File: config.mk
export PLATFORM = sky130hd
export DESIGN_NAME = fetch_queue
export DESIGN_NICKNAME = d
export VERILOG_FILES = /design/src/rtl/fetch_queue.sv
export SDC_FILE = /design/constraint.sdc
export NUM_CORES = 1
export LEC_CHECK = 0
export ABC_AREA = 1
export BUFFER_PORTS_ARGS = -buffer_cell sky130_fd_sc_hd__buf_2
export CAP_MARGIN = 20
export CORE_UTILIZATION = 41
export DETAILED_ROUTE_END_ITERATION = 7
export GPL_TIMING_DRIVEN = 0
export MAX_ROUTING_LAYER = met4
export PLACE_DENSITY = 0.68
export SLEW_MARGIN = 20
export SYNTH_ARGS = -nofsm -noshare
export SYNTH_HDL_FRONTEND = slang
export SYNTH_SLANG_ARGS = --single-unit
File: constraint.sdc
create_clock -name iCLK -period 2.1 [get_ports iCLK]
set_input_delay 0.105 -clock iCLK [delete_from_list [all_inputs] [get_ports iCLK]]
set_output_delay 0.105 -clock iCLK [all_outputs]
set_load 0.01 [all_outputs]
File: src/rtl/fetch_queue.sv
// -----------------------------------------------------------------------------
// fetch_queue
//   Instruction fetch stage. Owns the PC, issues word reads to instruction
//   memory, buffers returned words together with their PC in a small in-order
//   FIFO and hands them to decode. Absorbs memory latency and decode
//   backpressure. A redirect from execute flushes the queue and restarts fetch;
//   responses still owed for wrong-path requests are counted and dropped.
//
//   Ports
//     iCLK, iRST          clock (rising edge), async active-low reset
//     oIMemReq/oIMemAddr  read request valid / word address (= PC)
//     iIMemReady          memory accepts the request this cycle
//     iIMemRValid/RData   in-order read response, no backpressure
//     oValid/oInstr/oPC   entry presented to decode
//     iReady              decode consumes the entry this cycle
//     iRedirect/RedirectPC flush and restart at {iRedirectPC[31:2],2'b00}
//
//   Build option
//     FETCH_BYPASS_EN  when defined, a response arriving to an empty queue is
//                      presented to decode in the same cycle (combinational
//                      iIMemRData -> oInstr path). Undefined: outputs come
//                      only from queue registers.
// -----------------------------------------------------------------------------
module fetch_queue #(
   parameter int unsigned DEPTH    = 4,
   parameter int unsigned MAX_OUT  = 2,
   parameter logic [31:0] RESET_PC = 32'h0040_0000
) (
   input  logic        iCLK,
   input  logic        iRST,
   output logic        oIMemReq,
   output logic [31:0] oIMemAddr,
   input  logic        iIMemReady,
   input  logic        iIMemRValid,
   input  logic [31:0] iIMemRData,
   output logic        oValid,
   output logic [31:0] oInstr,
   output logic [31:0] oPC,
   input  logic        iReady,
   input  logic        iRedirect,
   input  logic [31:0] iRedirectPC
);

   localparam int CW = $clog2(DEPTH) + 1;
   localparam int AW = $clog2(DEPTH);

   typedef enum logic [1:0] {S_IDLE, S_RUN, S_DRAIN} state_e;

   state_e                 state_q, state_d;
   logic [31:0]            pc_q, pc_d;
   logic [CW-1:0]          count_q, count_d;
   logic [CW-1:0]          out_q, out_d;
   logic [CW-1:0]          disc_q, disc_d;
   logic [AW-1:0]          rd_q, rd_d, wr_q, wr_d;
   logic [DEPTH-1:0][31:0] instr_q, epc_q;

   logic        accept, drop, push, fifo_pop, fifo_empty, byp;
   logic [31:0] resp_pc;

   assign fifo_empty = (count_q == '0);

   // Credit check: queued words plus words still owed must fit in the FIFO.
   assign oIMemReq  = (state_q == S_RUN) & ~iRedirect
                    & (({1'b0, count_q} + {1'b0, out_q}) < (CW+1)'(DEPTH))
                    & (out_q < CW'(MAX_OUT));
   assign oIMemAddr = pc_q;
   assign accept    = oIMemReq & iIMemReady;

   // With nothing to discard, every outstanding request is consecutive and
   // pc_q is one past the newest, so the oldest (responding) one sits at
   // pc_q - 4*outstanding.
   assign resp_pc = pc_q - {{(30-CW){1'b0}}, out_q, 2'b00};
   assign drop    = iIMemRValid & ((disc_q != '0) | iRedirect);

`ifdef FETCH_BYPASS_EN
   assign byp    = iIMemRValid & fifo_empty & (disc_q == '0) & ~iRedirect
                 & (state_q != S_IDLE);
   assign oValid = ~fifo_empty | byp;
   assign oInstr = byp ? iIMemRData : instr_q[rd_q];
   assign oPC    = byp ? resp_pc    : epc_q[rd_q];
   // A bypassed word taken by decode is never written.
   assign push   = iIMemRValid & ~drop & ~(byp & iReady);
`else
   assign byp    = 1'b0;
   assign oValid = ~fifo_empty;
   assign oInstr = instr_q[rd_q];
   assign oPC    = epc_q[rd_q];
   assign push   = iIMemRValid & ~drop;
`endif

   assign fifo_pop = iReady & ~fifo_empty;

   always_comb begin
      pc_d    = pc_q;
      count_d = count_q;
      out_d   = out_q + CW'(accept) - CW'(iIMemRValid);
      disc_d  = disc_q;
      rd_d    = rd_q;
      wr_d    = wr_q;
      state_d = state_q;

      if (accept)   pc_d = pc_q + 32'd4;
      if (push)     wr_d = wr_q + AW'(1);
      if (fifo_pop) rd_d = rd_q + AW'(1);
      if (push && !fifo_pop)      count_d = count_q + CW'(1);
      else if (!push && fifo_pop) count_d = count_q - CW'(1);
      if (iIMemRValid && disc_q != '0) disc_d = disc_q - CW'(1);

      // Redirect wins over everything: any pop above has already been counted
      // by decode, then the queue is emptied and every response still owed
      // after this cycle becomes a discard.
      if (iRedirect) begin
         count_d = '0;
         rd_d    = '0;
         wr_d    = '0;
         pc_d    = {iRedirectPC[31:2], 2'b00};
         disc_d  = out_q - CW'(iIMemRValid);
      end

      case (state_q)
         S_IDLE:         state_d = S_RUN;
         S_RUN, S_DRAIN: state_d = (disc_d != '0) ? S_DRAIN : S_RUN;
         default:        state_d = S_IDLE;
      endcase
   end

   always_ff @(posedge iCLK or negedge iRST) begin
      if (!iRST) begin
         state_q <= S_IDLE;
         pc_q    <= RESET_PC;
         count_q <= '0;
         out_q   <= '0;
         disc_q  <= '0;
         rd_q    <= '0;
         wr_q    <= '0;
         instr_q <= '0;
         epc_q   <= '0;
      end else begin
         state_q <= state_d;
         pc_q    <= pc_d;
         count_q <= count_d;
         out_q   <= out_d;
         disc_q  <= disc_d;
         rd_q    <= rd_d;
         wr_q    <= wr_d;
         if (push) begin
            instr_q[wr_q] <= iIMemRData;
            epc_q[wr_q]   <= resp_pc;
         end
      end
   end

   a_push_full: assert property (@(posedge iCLK) disable iff (!iRST)
      push |-> (count_q != CW'(DEPTH)));
   a_out_uflow: assert property (@(posedge iCLK) disable iff (!iRST)
      iIMemRValid |-> (out_q != '0));
   a_disc_le_out: assert property (@(posedge iCLK) disable iff (!iRST)
      disc_q <= out_q);

endmodule

==> metrics.txt, run 1 <==
Post-Layout Cell Count=2686; First DRT Iteration DRCs=1228; final core occ=0.537; Pins Over Slew Limit=0; worst endpoint required time=between 2 and 3 ns; most used cell, CP=ha_4; Root Driver=clkbuf_16; TritonCTS Buffers=35; # H-tree levels=2; port bufs=160; placed insts=2538; Int Power=14.1 mW; Worst-Margin Slew=0.709 ns; Clock Path Buffers=3; yosys warns=0; I/O pins=168; drt wl/cell=18.0 µm; Logic pwr share=0.400; synth unique cells=38; EDFF count, synth=0; Vias/cell=approximately 5.4; Sw Ratio=0.391; status=finished, final reports clean; Final nets=2291; clock slew at reported path FFs=0.06 ns; minimum clock period=between 2 and 2.5 ns; register area share after synthesis=0.495; DP Area=16300 µm²; final setup margin=approximately 0.0042 ns; clk_lat worst skew=0.54 ns; largest net degree at the start of global routing=99; CP arrival=2.51 ns; pre-CTS WS=-0.435 ns; final wirelength=48300 µm; Worst Setup Start Kind=flip-flop; asr flop ratio synth=1.00; Synth Register Bits=293; standard-cell row count=69; Die Width=192 µm; Final Hold Viols=0; peak supply drop=0.000809 V; Num Clock Sinks=just under 300; vias after detailed routing=about 14k; global placement routability congestion=0.901; CTS tree=yes; Setup Crit Path Kind=reg -> reg; global route overflow=0; Hold/Removal Path Class=in -> reg; Critical Path Fanout Max=3; worst-path cell chain=ha_4 -> nor3_4 -> nand3_4 -> ha_4 -> inv_2 -> ha_4 -> fa_2 -> xnor2_1; GRT Total Usage=0.270; CP endpoint kind=flip-flop; Tot Pwr=23.1 mW; clock skew=0.0239 ns; top_reg_cell synth=dfrtp_1; Die Area=36900 µm²; die height=192 µm; Hold Worst Slack=0.0295 ns; Tcrit/Tclk final=0.998; Slew HR=0.524; Setup Viol. Count Final=0; initial antenna violation count=0; Initial Util=0.416; maxcap violations=0; Worst path max stage delay=0.45 ns; total core area=35600 µm²; total net switching power=approximately 9 mW; setup tns final=0 ns; final instance area=about 19000 µm²; dpl hpwl=~32000 µm; ant diodes=0; final antenna-violating net count=0; Fmax achieved=477 MHz; PD cells=1210 nW/µm²; cells after synthesis=1911; Pre-Repair DR Iteration Count=5; layout cells sized above 1=0.196; Syn Area/Cell=7.74 µm²; Syn Std Cell Area=14800 µm²; first-pass GRT wire length=~75000 µm; vias in the first global route=14.0k; CP max-delay cell=dfrtp_1; Area growth syn-to-layout=29.0%; clock share of power=0.260; Leak=9.49 nW; # DRC=0; sequential power share=0.340; critical path buffer and inverter count=1; RSZ-0062 raised after global routing=yes; CP top delay family=adder cells
==> cells in the final DEF, fill, tap and decap left out, types with 5 or more instances in the layout <==
master | Yosys | routed
clkbuf_1 | 70 | 36
nand2_1 | 561 | 550
nand3_2 | 0 | 7
buf_4 | 8 | 34
o21ai_1 | 88 | 97
buf_6 | 21 | 22
a21oi_1 | 10 | 9
xor2_4 | 0 | 6
ha_1 | 20 | 12
dfrtp_1 | 292 | 287
ha_4 | 0 | 6
clkbuf_16 | 0 | 37
xor2_1 | 24 | 9
clkbuf_8 | 0 | 12
dlygate4sd3_1 | 0 | 66
nor2_1 | 250 | 236
nand2_4 | 5 | 8
o21ai_0 | 249 | 238
nand3_1 | 81 | 74
clkbuf_2 | 0 | 16
nor2_4 | 0 | 8
buf_12 | 0 | 5
inv_2 | 7 | 16
nand4_1 | 7 | 7
o22ai_1 | 66 | 48
xor2_2 | 0 | 9
o22ai_2 | 0 | 18
nand2_2 | 1 | 8
buf_2 | 10 | 169
dfrtp_2 | 0 | 5
clkinv_2 | 1 | 7
inv_1 | 110 | 100
nor2_2 | 1 | 7
==> layer usage <==
layer	track usage	part of all wire	up-vias
met5	-	0	-
met4	0.108	0.034	0
met3	0.0353	0.071	108
met2	0.423	0.47	568
li1	-	-	6771
met1	0.356	0.43	6938
==> cell families (layout without fill, tap and decap cells) <==
| kind of cell | Yosys count | after routing | share of synthesized area |
|---|---|---|---|
| compound gates | 420 | 420 | 0.149 |
| xor+xnor | 27 | 27 | 0.0160 |
| fa+ha+maj | 23 | 23 | 0.0210 |
| buf+inv | 231 | 542 | 0.0722 |
| flops | 293 | 293 | 0.495 |
| other cells | 1 | 4 | 0.000253 |
| simple gates | 916 | 916 | 0.247 |
==> cell usage after synthesis (3+ instances only) <==
master    count  share of area
o21ai_1      88          0.030
o211ai_1      4         0.0020
nand2_1     561           0.14
inv_2         7         0.0018
o22ai_1      66          0.028
a21oi_1      10         0.0034
or2_2         3         0.0013
ha_1         20          0.017
clkbuf_1     70          0.018
buf_6        21          0.016
fa_1          3         0.0041
nor2_1      250          0.063
dfrtp_1     292           0.49
o21ai_0     249          0.084
buf_4         8         0.0041
xnor2_1       3         0.0018
nand2_4       5         0.0038
inv_1       110          0.028
xor2_1       24          0.014
buf_2        10         0.0034
nand4_1       7         0.0030
nand3_1      81          0.027
==> area by class of cell <==
type / instances / area [µm²]
Buffer: 105 / 795
Clock buffer: 52 / 1030
Clock inverter: 12 / 108
Fill cell: 3322 / 16500
Inverter: 120 / 472
Multi-Input combinational cell: 1390 / 7000
Sequential cell: 293 / 7340
Tap cell: 461 / 577
Timing Repair Buffer: 253 / 1770
==> path summary, 6_finish.rpt <==
check                      cells past startpoint  slack, ns            to        start
setup / recovery                               8      0.004      out_q[2]   count_q[2]
hold / removal                                 4       0.03     disc_q[1]  iIMemRValid
setup reg to reg                               8      0.004      out_q[2]   count_q[2]
hold reg to reg                                2       0.48     epc_q[61]    epc_q[61]
max in group asynchronous                      4       0.29  instr_q[107]         iRST
min in group asynchronous                      3       0.52    instr_q[5]         iRST
==> power by group through the flow <==
stage	clock (mW)	sequential, mW	combinational (mW)
after global placement	0	7.84	7.76
after floorplan	0	7.71	4.88
after detailed placement	0	7.88	7.94
after CTS	6.06	7.79	8.67
final	6.00	7.87	9.25
after global routing	6.27	8.03	10.1
==> registers in the layout, summed over array words and instances (netlist names) <==
name       flops
out_q          3
state_q        2
instr_q      128
oIMemAddr     30
count_q        3
wr_q           2
epc_q        120
rd_q           2
disc_q         3
==> repair_timing <==
action | in CTS | in global routing
gates resized for setup | 120 | 95
hold buffers | 66 | 0
pin swaps | 12 | 25
hold endpoints to repair | 355 | 0
buffers inserted | 13 | 12
setup endpoints to repair | 298 | 178
==> worst min-delay path, cell delays in order <==
cell,delay [ns]
buf_2,0.16
nand3_1,0.10
nand3_1,0.07
nand2_1,0.08
No activity file was read; power rests on OpenSTA's default activity.
==> run 2: changes to the inputs <==
==> constraint.sdc (replaced) <==
create_clock -name iCLK -period 2.1 [get_ports iCLK]
set_input_delay 0.42 -clock iCLK [delete_from_list [all_inputs] [get_ports iCLK]]
set_output_delay 0.42 -clock iCLK [all_outputs]
set_load 0.01 [all_outputs]
==> metrics.txt, run 2 (same netlist as run 1, synthesis figures left out) <==
final wirelength=48400 µm (+0.25%); Initial Util=0.416 (unchanged); initial antenna violation count=0 (unchanged); Setup Crit Path Kind=reg -> out; vias after detailed routing=14.3k (-0.85%); worst endpoint required time=1.68 ns (-0.83 ns); largest net degree at the start of global routing=99 (unchanged); CTS tree=yes; Vias/cell=5.43 (+1.3%); RSZ-0062 raised after global routing=yes; Num Clock Sinks=293 (unchanged); Die Area=36900 µm² (unchanged); worst-path cell chain=buf_12 -> clkinv_8 -> clkbuf_16 -> clkbuf_16 -> nor2_1 -> o22ai_1 -> buf_2; status=complete, but fails checks; Final Hold Viols=0 (unchanged); Final nets=2233 (-2.5%); Pins Over Slew Limit=0 (unchanged); critical path buffer and inverter count=5 (+4); standard-cell row count=69 (unchanged); drt wl/cell=18.4 µm (+2.5%); global route overflow=0 (unchanged); vias in the first global route=13.8k (-1.5%); placed insts=2538 (unchanged); Worst Setup Start Kind=flip-flop; ant diodes=0 (unchanged); Tcrit/Tclk final=1.14 (+0.138); Slew HR=0.541 (+0.0168); first-pass GRT wire length=74400 µm (-1.0%); total core area=35600 µm² (unchanged); largest reg by FF count=instr_q; port bufs=160 (unchanged); CP max-delay cell=dfrtp_2; Root Driver=clkbuf_16; I/O pins=168 (unchanged); Fmax achieved=419 MHz (-12%); final setup margin=-0.286 ns (-0.290 ns); R2R setup slack=-0.11 ns (-0.11 ns); commonest non-fill, non-tap cell in the layout=nand2_1; CP endpoint kind=output pin; failing checks=setup timing; most used cell, CP=clkbuf_16; Worst-Margin Slew=0.684 ns (-0.0250 ns); Pre-Repair DR Iteration Count=6 (+1); clock slew at reported path FFs=0.06 ns (about the same); TritonCTS Buffers=35 (unchanged); die height=192 µm (unchanged); global placement routability congestion=0.901 (unchanged); Critical Path Fanout Max=10 (+7); Die Width=192 µm (unchanged); CP arrival=1.97 ns (-0.54 ns); layout cells sized above 1=0.222 (+0.0251); CP top delay family=buffers and inverters; minimum clock period=2.39 ns (+0.290 ns); PD cells=1260 nW/µm² (+4.1%); clock skew=0.0250 ns (+0.00104 ns); Setup Viol. Count Final=65 (+65); maxcap violations=0 (unchanged); Clock Path Buffers=3 (unchanged); Area growth syn-to-layout=27.5%; GRT Total Usage=0.268 (-0.00242); peak supply drop=0.000809 V (about the same); Worst path max stage delay=0.42 ns (-0.03 ns); First DRT Iteration DRCs=1072 (-13%); Post-Layout Cell Count=2628 (-2.2%); final antenna-violating net count=0 (unchanged); max FFs per register=128 (unchanged); Hold Worst Slack=0.105 ns (+0.0753 ns); # DRC=0 (unchanged); clk_lat worst skew=0.55 ns (about the same); Hold/Removal Path Class=in -> reg; # H-tree levels=2 (unchanged); commonest non-fill, non-tap cells in the layout=nand2_1 (551), dfrtp_1 (286), nor2_1 (211); Leak=9.37 nW (-1.3%); dpl hpwl=32400 µm (unchanged)
-- run 2: layer usage --
metal / track usage / wire (µm) / up-vias
met5: - / 0 / -
met4: 0.111 / 1820 / 0
met3: 0.0351 / 3500 / 125
met2: 0.415 / 22600 / 615
met1: 0.354 / 20500 / 6864
li1: - / - / 6659
-- run 2: worst min-delay path: stages --
cell and delay [ns]:
buf_2 0.08, nand2_1 0.05, nand3_1 0.07
-- run 2: metrics by stage --
stage	TNS, ns	worst slack [ns]	total power, mW	util	instance area [µm²]
after floorplan	-0.0283	-0.0193	12.6	-	14900
after global placement	-1482.51	-4.95	15.6	0.457	16300
after detailed placement	-55.80	-0.750	15.8	0.459	16300
after CTS	-12.79	-0.288	22.7	0.511	18200
after global routing	-15.98	-0.292	25.1	0.531	18900
final	-12.80	-0.286	23.8	0.531	18900
-- run 2: final timing paths --
check | endpoint | cells past startpoint | from
max | oPC[22] | 7 | rd_q[0]
min | oIMemAddr[20] | 3 | iRedirectPC[20]
max reg2reg | out_q[1] | 9 | out_q[2]
min reg2reg | epc_q[53] | 2 | epc_q[53]
max in group asynchronous | epc_q[40] | 4 | iRST
min in group asynchronous | instr_q[13] | 2 | iRST
-- run 2: area by class of cell --
class                   instances  area (µm²)
inverters                     120         479
multi-input cells            1390        7130
repair buffers                193        1280
plain buffers                 107         933
clock inverters                12         108
flip-flops and latches        293        7340
fillers                      3306       16700
clock buffers                  52        1030
well taps                     461         577
-- run 2: where the power goes --
part	leakage (nW)	internal [mW]	switching (mW)	total, mW
Sequential	3.90	6.99	0.932	7.92
Combinational	4.91	4.06	5.80	9.86
Clock	0.561	3.44	2.56	6.00
-- run 2: what timing repair did --
item,CTS,global route
hold buffers,1,0
endpoints found under the setup margin,299,204
pin swaps,26,34
endpoints found under the hold margin,18,0
buffers inserted,12,13
gates cloned,0,5
resized for setup,158,203
